$ cat src/rtl/demux_1xn_hs.sv
// demux_1xn_hs
// Parametrised 1-to-NUM_CH demultiplexer with one registered holding stage.
// Each word is routed to exactly one consumer using per-channel valid/ready.
// A word whose select is out of range is dropped and flagged.
//
// Parameters:
//   SEL_W  - select width in bits
//   NUM_CH - number of output channels (2 .. 2**SEL_W)
//   DATA_W - payload width
//   CNT_W  - drop counter width (only used with DEMUX_DROP_CNT_EN)
//
// Ports:
//   clk, rst    - rising-edge clock, asynchronous active-high reset
//   in_valid    - producer has a word
//   in_ready    - block can accept a word this cycle
//   in_sel      - destination channel of the input word
//   in_data     - input payload
//   out_valid   - one-hot (or zero) per-channel valid
//   out_ready   - per-channel consumer ready
//   out_data    - payload shared by all channels
//   busy        - holding register occupied
//   drop_pulse  - one-cycle registered pulse per dropped word
//   drop_cnt    - saturating dropped-word count (DEMUX_DROP_CNT_EN only)
//
// Optional feature macro: DEMUX_DROP_CNT_EN enables the drop_cnt port.
module demux_1xn_hs #(
  parameter int SEL_W  = 2,
  parameter int NUM_CH = 4,
  parameter int DATA_W = 8,
  parameter int CNT_W  = 8
) (
  input  logic              clk,
  input  logic              rst,
  input  logic              in_valid,
  output logic              in_ready,
  input  logic [SEL_W-1:0]  in_sel,
  input  logic [DATA_W-1:0] in_data,
  output logic [NUM_CH-1:0] out_valid,
  input  logic [NUM_CH-1:0] out_ready,
  output logic [DATA_W-1:0] out_data,
  output logic              busy,
`ifdef DEMUX_DROP_CNT_EN
  output logic              drop_pulse,
  output logic [CNT_W-1:0]  drop_cnt
`else
  output logic              drop_pulse
`endif
);

  typedef enum logic {
    IDLE = 1'b0,
    FULL = 1'b1
  } state_t;

  // Channel count widened by one bit so the comparison stays unsigned and
  // still works when NUM_CH equals 2**SEL_W (every select is in range then).
  localparam logic [SEL_W:0] NUM_CH_L = (SEL_W + 1)'(NUM_CH);

  state_t              state_q;
  state_t              state_d;
  logic [SEL_W-1:0]    sel_q;
  logic [DATA_W-1:0]   data_q;
  logic                in_range;
  logic                drain;
  logic                accept;
  logic                load;
  logic                drop;

  // Output decode, handshake and next-state logic.
  // The drain check only looks at the ready bit of the channel holding the
  // word, since out_valid masks every other channel.
  always_comb begin
    out_valid = '0;
    for (int k = 0; k < NUM_CH; k++) begin
      out_valid[k] = (state_q == FULL) && (sel_q == SEL_W'(k));
    end
    in_range = ({1'b0, in_sel} < NUM_CH_L);
    drain    = |(out_valid & out_ready);
    in_ready = (state_q == IDLE) || drain;
    accept   = in_valid && in_ready;
    load     = accept && in_range;
    drop     = accept && !in_range;

    state_d = state_q;
    if (load) begin
      state_d = FULL;
    end else if (drain) begin
      state_d = IDLE;
    end
  end

  always_ff @(posedge clk or posedge rst) begin
    if (rst) begin
      state_q <= IDLE;
    end else begin
      state_q <= state_d;
    end
  end

  // Holding register: reloads on any in-range accept, including the cycle
  // the previous word drains, so there is no bubble between words.
  always_ff @(posedge clk or posedge rst) begin
    if (rst) begin
      sel_q  <= '0;
      data_q <= '0;
    end else if (load) begin
      sel_q  <= in_sel;
      data_q <= in_data;
    end
  end

  always_ff @(posedge clk or posedge rst) begin
    if (rst) begin
      drop_pulse <= 1'b0;
    end else begin
      drop_pulse <= drop;
    end
  end

`ifdef DEMUX_DROP_CNT_EN
  // Saturating counter: holds at all-ones instead of wrapping.
  always_ff @(posedge clk or posedge rst) begin
    if (rst) begin
      drop_cnt <= '0;
    end else if (drop && (drop_cnt != {CNT_W{1'b1}})) begin
      drop_cnt <= drop_cnt + CNT_W'(1);
    end
  end
`endif

  assign out_data = data_q;
  assign busy     = (state_q == FULL);

endmodule

$ cat config.mk
export PLATFORM = sky130hd
export DESIGN_NAME = demux_1xn_hs
export DESIGN_NICKNAME = d
export VERILOG_FILES = /design/src/rtl/demux_1xn_hs.sv
export SDC_FILE = /design/constraint.sdc
export NUM_CORES = 1
export LEC_CHECK = 0
export CAP_MARGIN = 20
export CORE_AREA = 2 2 44 46
export DETAILED_ROUTE_END_ITERATION = 10
export DIE_AREA = 0 0 46 48
export HOLD_SLACK_MARGIN = 0.12
export PLACE_DENSITY = 0.7
export SYNTH_ARGS = -nofsm -noshare
export SYNTH_HDL_FRONTEND = slang
export SYNTH_SLANG_ARGS = --single-unit
$ cat constraint.sdc
create_clock -name clk -period 1.6 [get_ports clk]
set_clock_uncertainty 0.05 [all_clocks]
set_input_delay 0.16 -clock clk [delete_from_list [all_inputs] [get_ports clk]]
set_output_delay 0.16 -clock clk [all_outputs]
set_load 0.01 [all_outputs]
==> metrics <==
status=complete, but fails checks; failing checks=setup timing; CP Launch Type=register; initial antenna violation count=0; Avg WL per Cell=12.9 um; vias per inst=4.59; syn_nets=56; WP data arrival=1.73 ns; vias in the first global route=436; slowest stage cell, crit path=dfrtp_2; P_int=0.000913 W; total track usage=0.122; pin count of the biggest net entering global routing=12; die area=2210 sq um; Root Buffer=clkbuf_4; Switch Pwr=0.000416 W; fmax=613 MHz; cell count after synthesis=39; worst skew pair latency=0.26 ns; Combinational Power Share=0.521; Starting Density=0.306; Max-Cap Viols=0; total number of vias=422; fin crit period=1.63 ns; die width=46 um; layout cells sized above 1=0.307; Sequential Power Share=0.340; worst-path maximum fanout=9; FF/Latch Area=277 sq um; DRT Wirelength=1190 um; # nets final=93; final cycle utilization of the critical path=1.02; FP Rows=15; cell family with the largest share of critical-path delay=multiplexers; CP Capture Type=register; post-synthesis sequential area ratio=0.533; power share of the clock group=0.139; Iter 0 DRT Violations=0; Buf/Inv on CP=1; most frequent cells in the layout=clkdlybuf4s50_1, dfrtp_1, mux2_2, nor2_1, dlygate4sd2_1; Ports=32; area of the multi-input gates=228 sq um; First-pass DRT Iterations=1; number of buffers added on ports=30; number of diodes=0; total power=0.00133 W; Leakage=0.396 nW; CTS Sinks=11; CTS tree=yes; CTS max path bufs=2; final instance count without filler cells=92; Worst-path clk slew=0.07 ns; fillers=161; switch share=0.313; Avg Cell Area, Syn=13.2 sq um; drt drc=0; cts hold-fix bufs=0; final setup vio count=10; worst min path class=in2async; Hold Slack=0.139 ns; setup ws final=-0.0306 ns; Die Y=48 um; peak supply drop=604 uV; first-pass GRT wire length=1790 um; Inst Count DP=87; Layout area overhead=73.1%; Synth area leader=dfrtp_1; Yosys cell types=13; gpl congestion=0.639; critical path class=reg2reg; slowest stage delay, CP=0.44 ns; H-tree depth=1; Synth area leaders=dfrtp_1, mux2_2, mux2_4; CTS Buf Count=3; total grt overflow=0; Final Max Slew Viols=0; Core Region=1690 sq um; DRT antenna net count=0; Post-Syn Area=517 sq um; post-synth top area share=0.533; most common cell after layout, fill and taps aside=clkdlybuf4s50_1; synthesis-stage register bit count=11; yosys warns=0; Worst EP required=1.70 ns; crit-path cells=mux2_4 -> o221ai_4 -> buf_12 -> mux2_2; Fin. Hold Viols=0; pwr dens=1490 nW/um^2; half-perimeter wire length after placement=961 um; unrepaired setup endpoints after global routing=true
[kinds of logic (layout without fill, tap and decap cells)]
logic type             Yosys count  in the layout  share of synthesized area
multiplexers                    12             12                      0.274
flip-flops                      11             11                      0.533
AND/OR/NAND/NOR                  7              7                     0.0605
AO/OA/AOI/OAI                    4              4                     0.0896
buffers and inverters            4             40                     0.0363
other                            1              1                    0.00726
[cell type report]
type                       count  share of cell area
tap                           17              0.0238
inverter                       3              0.0126
clock buffer                   4              0.0294
timing repair buffer          33               0.371
sequential                    11               0.309
multi-input combinational     24               0.255
[final timing paths]
check                            startpoint  slack (ns)     endpoint  cells past startpoint
worst max-delay path               sel_q[1]       -0.03  out_data[1]                      4
worst min-delay path                    rst        0.14         busy                      2
worst max register to register     sel_q[1]       -0.03  out_data[1]                      4
worst min register to register  out_data[0]        0.45  out_data[0]                      1
max in group asynchronous               rst        1.04     sel_q[1]                      2
min in group clk                out_data[0]        0.45  out_data[0]                      1
[registers in the layout (all words and copies together), names as in the netlist]
signal,flops
busy,1
out_data,8
sel_q,2
[cells in the mapped netlist, drive strengths merged]
master  count
mux2       11
o21ai       2
nand2b      2
inv         3
buf         1
mux2i       1
conb        1
nor2        4
nand2       1
o221ai      1
o22a        1
dfrtp      11
[metal layers]
metal | wire (um) | share of wire | track usage | vias up
met4 | 0 | 0 | 0.0857 | 0
li1 | - | - | - | 204
met5 | 0 | 0 | 0 | -
met3 | 120 | 0.10 | 0.0377 | 0
met1 | 448 | 0.38 | 0.114 | 196
met2 | 621 | 0.52 | 0.225 | 22
[per-stage QoR]
| step | setup TNS (ns) | instance area, sq um | utilization | worst slack [ns] |
|---|---|---|---|---|
| floorplan | 0 | 517 | - | 0.0240 |
| global placement | -1.21 | 858 | 0.508 | -0.158 |
| detailed placement | -1.26 | 858 | 0.508 | -0.163 |
| CTS | -0.367 | 888 | 0.526 | -0.0450 |
| global route | -0.695 | 895 | 0.530 | -0.0803 |
| finish | -0.272 | 895 | 0.530 | -0.0306 |
[what timing repair did]
action                                  in CTS  in global routing
resized for setup                           11                  1
setup buffers                                1                  0
pin swaps                                    0                  1
endpoints found under the setup margin      14                 10
[power groups by stage]
stage	sequential [W]	combinational [W]	clock [W]
detailed placement	0.000457	0.000699	0
global route	0.000465	0.000746	0.000209
global placement	0.000448	0.000685	0
finish	0.000452	0.000692	0.000185
floorplan	0.000493	0.000273	0
CTS	0.000455	0.000688	0.000196
No activity file was read; power rests on OpenSTA's default activity.
==> variant 1: new RTL, same settings <==
Add a define of `DEMUX_DROP_CNT_EN`.
--- a/src/rtl/demux_1xn_hs.sv
+++ b/src/rtl/demux_1xn_hs.sv
@@ -23,6 +23,8 @@
 //   drop_cnt    - saturating dropped-word count (DEMUX_DROP_CNT_EN only)
 //
 // Optional feature macro: DEMUX_DROP_CNT_EN enables the drop_cnt port.
+`define DEMUX_DROP_CNT_EN
+
 module demux_1xn_hs #(
   parameter int SEL_W  = 2,
   parameter int NUM_CH = 4,
Formal check against the unedited RTL (old outputs only; new: drop_cnt): equivalent (Yosys induction, for registers that start in step).
==> variant 1 against the unedited design <==
- the flow still finishes with violations (negative setup slack)
- routed wire length fell by 3.2%
- design area up 2.1%
- worst hold slack got worse by 0.017 ns
- total power barely moved
- area after synthesis is 12% higher
- maximum frequency up 0.88%
- sequential cell count did not move
- setup slack better by 0.014 ns
- critical endpoint is now out_data[0]
- highest routed layer is now met4
==> variant 1: results <==
[cts]
clockBufferDepth = 2
htree_levels = 1
root_buffer = "clkbuf_4"
numCtsBuffers = 3

[grt]
grt_max_degree = 12
use_met1_pct = 14.55
grt_pass1_wl_um = 1959
antenna_found_initial = 0
grt.total_usage_pct = 13.19
met2_usage_pct = 22.22
grt_pass1_vias = 457
use_met3_pct = 7.170

[finish]
postLayoutCellArea_um2 = 913.4
num_antenna_cells = 0
layout-drive-gt1-share_pct = 26.51
n_fill_cell = 146
final_nets = 101

[run_status]
status = "finished with violations"
violations = "negative setup slack"

[power]
peakVddDrop_uv = 739.8
p_leak_nw = 0.4118

[worst_setup_path]
crit_path_max_fanout = 9
r2r_end = "out_data[0]"
crit-reg2reg-launch = "sel_q[1]"
critPathMaxStageDelay_ns = 0.42
crit_slowest_cell = "dfrtp_1"
worstPathArrival_ns = 1.71

[timing]
post-route-worst-setup-slack_ns = -0.01638
setup_violations = 9
tns_ns = -0.06447

[detailed_routing]
vias = 457
vias_per_cell = 4.570
wl_per_cell_um = 11.52
drt_pre_antenna_iters = 4
drtIter0Drc = 7

[placed_design]
place_inst = 95
place_congestion = 0.6716
placed_area_um2 = 888.4
hpwl_um = 974.1
io_buffers = 30

[synth]
synth_area_leaders = "dfrtp_1 48%, mux2_2 18%, buf_4 12%, mux2_4 5.2%, o221ai_4 4.6%"
ys_seq_area_share_pct = 47.72
synth_commonest_cells = "11 x dfrtp_1, 9 x buf_4, 9 x mux2_2"
synth_ff_type = "dfrtp_1"
synthesis.instances = 47

[hold_path]
hp-class = "primary input to async pin"
[variant 1: power by group]
group | internal (mW) | switching [mW] | total (mW)
sequential | 0.384 | 0.0606 | 0.445
combinational | 0.423 | 0.278 | 0.701
clock | 0.0964 | 0.0861 | 0.183
[variant 1: worst max path at each step]
| stage | from | endpoint | slack, ns |
|---|---|---|---|
| floorplan | sel_q[1] | out_data[0] | 0.02 |
| global placement | out_ready[1] | in_ready | -0.16 |
| detailed placement | out_ready[1] | in_ready | -0.18 |
| CTS | sel_q[1] | out_data[0] | -0.02 |
| global route | sel_q[1] | out_data[0] | -0.06 |
| finish | sel_q[1] | out_data[0] | -0.02 |
[variant 1: per-layer routing]
layer  up-vias  wire length (um)
li1        213                 -
met5         -                 0
met1       215               416
met4         0                15
met2        27               611
met3         2               108
[variant 1: worst max-delay path, delay by kind of cell (launching register included)]
family,cells,cell delay (ns)
mux,2,0.67
buf+inv,1,0.16
flops,1,0.42
compound gates,1,0.20
[variant 1: metrics by stage]
step | setup slack (ns) | hold WS (ns)
6_report | -0.01638 | 0.1223
5_1_grt | -0.05954 | 0.1817
4_1_cts | -0.01879 | 0.1266
3_5_place_dp | -0.1811 | 0.4203
3_3_place_gp | -0.1602 | 0.4241
2_1_floorplan | 0.02399 | -0.03756
[variant 1: cell type report]
cell class | instances | share of cell area [%]
clock buffer | 4 | 2.877
multi-input combinational | 32 | 27.67
inverter | 3 | 1.233
sequential | 11 | 30.14
tap | 17 | 2.329
timing repair buffer | 33 | 35.75
[variant 1: timing repair]
action,CTS,global route
gates resized for setup,8,7
endpoints found under the setup margin,14,14
buffers inserted,1,0
endpoints found under the hold margin,0,0
[variant 1: cell families after synthesis]
| logic type | Yosys count | share of synthesized area [%] |
|---|---|---|
| multiplexers | 12 | 24.51 |
| other | 1 | 0.6501 |
| flip-flops | 11 | 47.72 |
| AO/OA/AOI/OAI | 4 | 8.027 |
| AND/OR/NAND/NOR | 7 | 5.421 |
| buffers and inverters | 12 | 13.66 |
==> variant 2: new RTL, config.mk and constraints unchanged <==
Without the edit above. Set the parameter `NUM_CH` to 6 (it was 4).
--- a/src/rtl/demux_1xn_hs.sv
+++ b/src/rtl/demux_1xn_hs.sv
@@ -25,7 +25,7 @@
 // Optional feature macro: DEMUX_DROP_CNT_EN enables the drop_cnt port.
 module demux_1xn_hs #(
   parameter int SEL_W  = 2,
-  parameter int NUM_CH = 4,
+  parameter int NUM_CH = 6,
   parameter int DATA_W = 8,
   parameter int CNT_W  = 8
 ) (
Ports: changed (resized out_ready and out_valid); port bits go from 32 to 36. No check against the original RTL was run, so the function may have changed too.
==> variant 2 against the unedited design <==
- the run still ends with negative setup slack left
- maximum frequency shrank 2.4%
- routed wire length grew 6.1%
- area after synthesis grew 4.4%
- total power grew 10%
- setup slack lost 0.039 ns
- clock power shrank 3%
- design area grew 8.8%
- die area is the same
- sequential cell count is the same
- critical path type unchanged
==> variant 2: results <==
[placed_design]
placed_area_um2 = 908.4
post-place-ws_ns = -0.3220
place_congestion = 0.7288
place_inst = 97
hpwl_um = 967.7
io_buffers = 34

[synth]
synth_ff_type = "dfrtp_1"
synth_commonest_cells = "11 x dfrtp_1, 9 x mux2_2, 3 x buf_4, 3 x nor2_1"
ys_seq_area_share_pct = 51.04
syn-num-nets = 64
avgSynthCellArea_um2 = 11.98
ys_types = 18
async_flop_share_pct = 100.0
synth_area_leaders = "dfrtp_1 51%, mux2_2 19%, buf_4 4.2%, a22oi_4 3.9%, nor3b_1 2.8%"
ys_warn_count = 0

[timing]
post-route-worst-setup-slack_ns = -0.06990
tns_ns = -0.5751
setup_violations = 9

[cts]
htree_levels = 1
clkLatencyLatePin_ns = 0.26
clk_pin_slew_ns = 0.06
clockBufferDepth = 2
root_buffer = "clkbuf_4"
numCtsBuffers = 3

[detailed_routing]
drtIter0Drc = 2
drt_pre_antenna_iters = 2
wl_um = 1263
wl_per_cell_um = 12.14
vias = 477

[worst_setup_path]
crit_path_max_fanout = 9
rr_worst_depth = 6
worstPathArrival_ns = 1.76
critPathLaunchType = "register"
crit-reg2reg-launch = "sel_q[1]"

[grt]
antenna_found_initial = 0
grt_max_degree = 12
grt.total_usage_pct = 12.82
grt_pass1_wl_um = 1980
overflow = 0
grt_pass1_vias = 490

[run_status]
violations = "negative setup slack"
status = "finished with violations"

[finish]
n_fill_cell = 148
largest_reg_flops = 8
layout-drive-gt1-share_pct = 32.18
num_antenna_cells = 0
final_nets = 107

[power]
p_leak_nw = 0.4377
peakVddDrop_uv = 822.6

[hold_path]
hp-class = "primary input to async pin"
==> variant 2: cell count changes in the layout (fill, tap and decap cells not counted), sizes merged, moves of 2 or more <==
cell	change
mux2	-2
nor2b	+2
clkdlybuf4s50	+2
nor3	+2
buf	+4
nor3b	+2
==> variant 2: logic make-up (layout without fill, tap and decap cells) <==
group | count (synthesis) | in the layout | synth area share [%]
AND/OR/NAND/NOR | 13 | 13 | 12.76
flip-flops | 11 | 11 | 51.04
multiplexers | 9 | 9 | 18.79
AO/OA/AOI/OAI | 6 | 6 | 11.14
buffers and inverters | 5 | 47 | 5.569
other | 1 | 1 | 0.6954
==> variant 2: layout make-up <==
class                   count  share of cell area [%]
repair buffers             41                   40.10
inverters                   2                  0.7712
multi-input cells          29                   25.84
clock buffers               4                   2.699
flip-flops and latches     11                   28.41
well taps                  17                   2.185
==> variant 2: report_power, final <==
part	total (mW)	switching [mW]	leakage, nW	internal, mW
logic	0.806	0.300	0.295	0.506
registers	0.483	0.0873	0.127	0.395
clock network	0.179	0.0826	0.0150	0.0963
total	1.47	0.470	0.438	0.998
==> variant 2: per-layer routing <==
| metal | global-route usage, % | vias to the layer above | share of wire [%] |
|---|---|---|---|
| met5 | 0 | - | 0 |
| met4 | 5.143 | 0 | 0 |
| met3 | 2.642 | 0 | 6.3 |
| met2 | 25.00 | 20 | 54 |
| met1 | 13.23 | 223 | 39 |
| li1 | - | 234 | - |
==> variant 2: path summary, 6_finish.rpt <==
kind                                to  slack (ns)
min reg2reg                out_data[5]        0.45
max in group asynchronous     sel_q[1]        1.06
max reg2reg                out_data[0]       -0.07
max                        out_data[0]       -0.07
min in group clk              sel_q[0]        0.44
min                        out_data[5]        0.13
==> variant 2: repair_timing <==
item	CTS	global route
resized for setup	11	8
pin swaps	3	0
buffers inserted	1	2
setup endpoints to repair	16	13
hold buffers	0	0
==> variant 2: critical path, stage by stage (launching register included) <==
cell and delay (ns):
dfrtp_2 0.46, nor3_2 0.14, o31ai_2 0.09, buf_4 0.15, a22oi_4 0.19, buf_12 0.15, mux2_2 0.33
==> variant 2: per-stage QoR <==
stage	util, %	power (mW)
final	57.63	1.468
after global routing	57.63	1.577
after CTS	56.74	1.458
after detailed placement	53.78	1.266
after global placement	53.78	1.251
after floorplan	-	0.8333
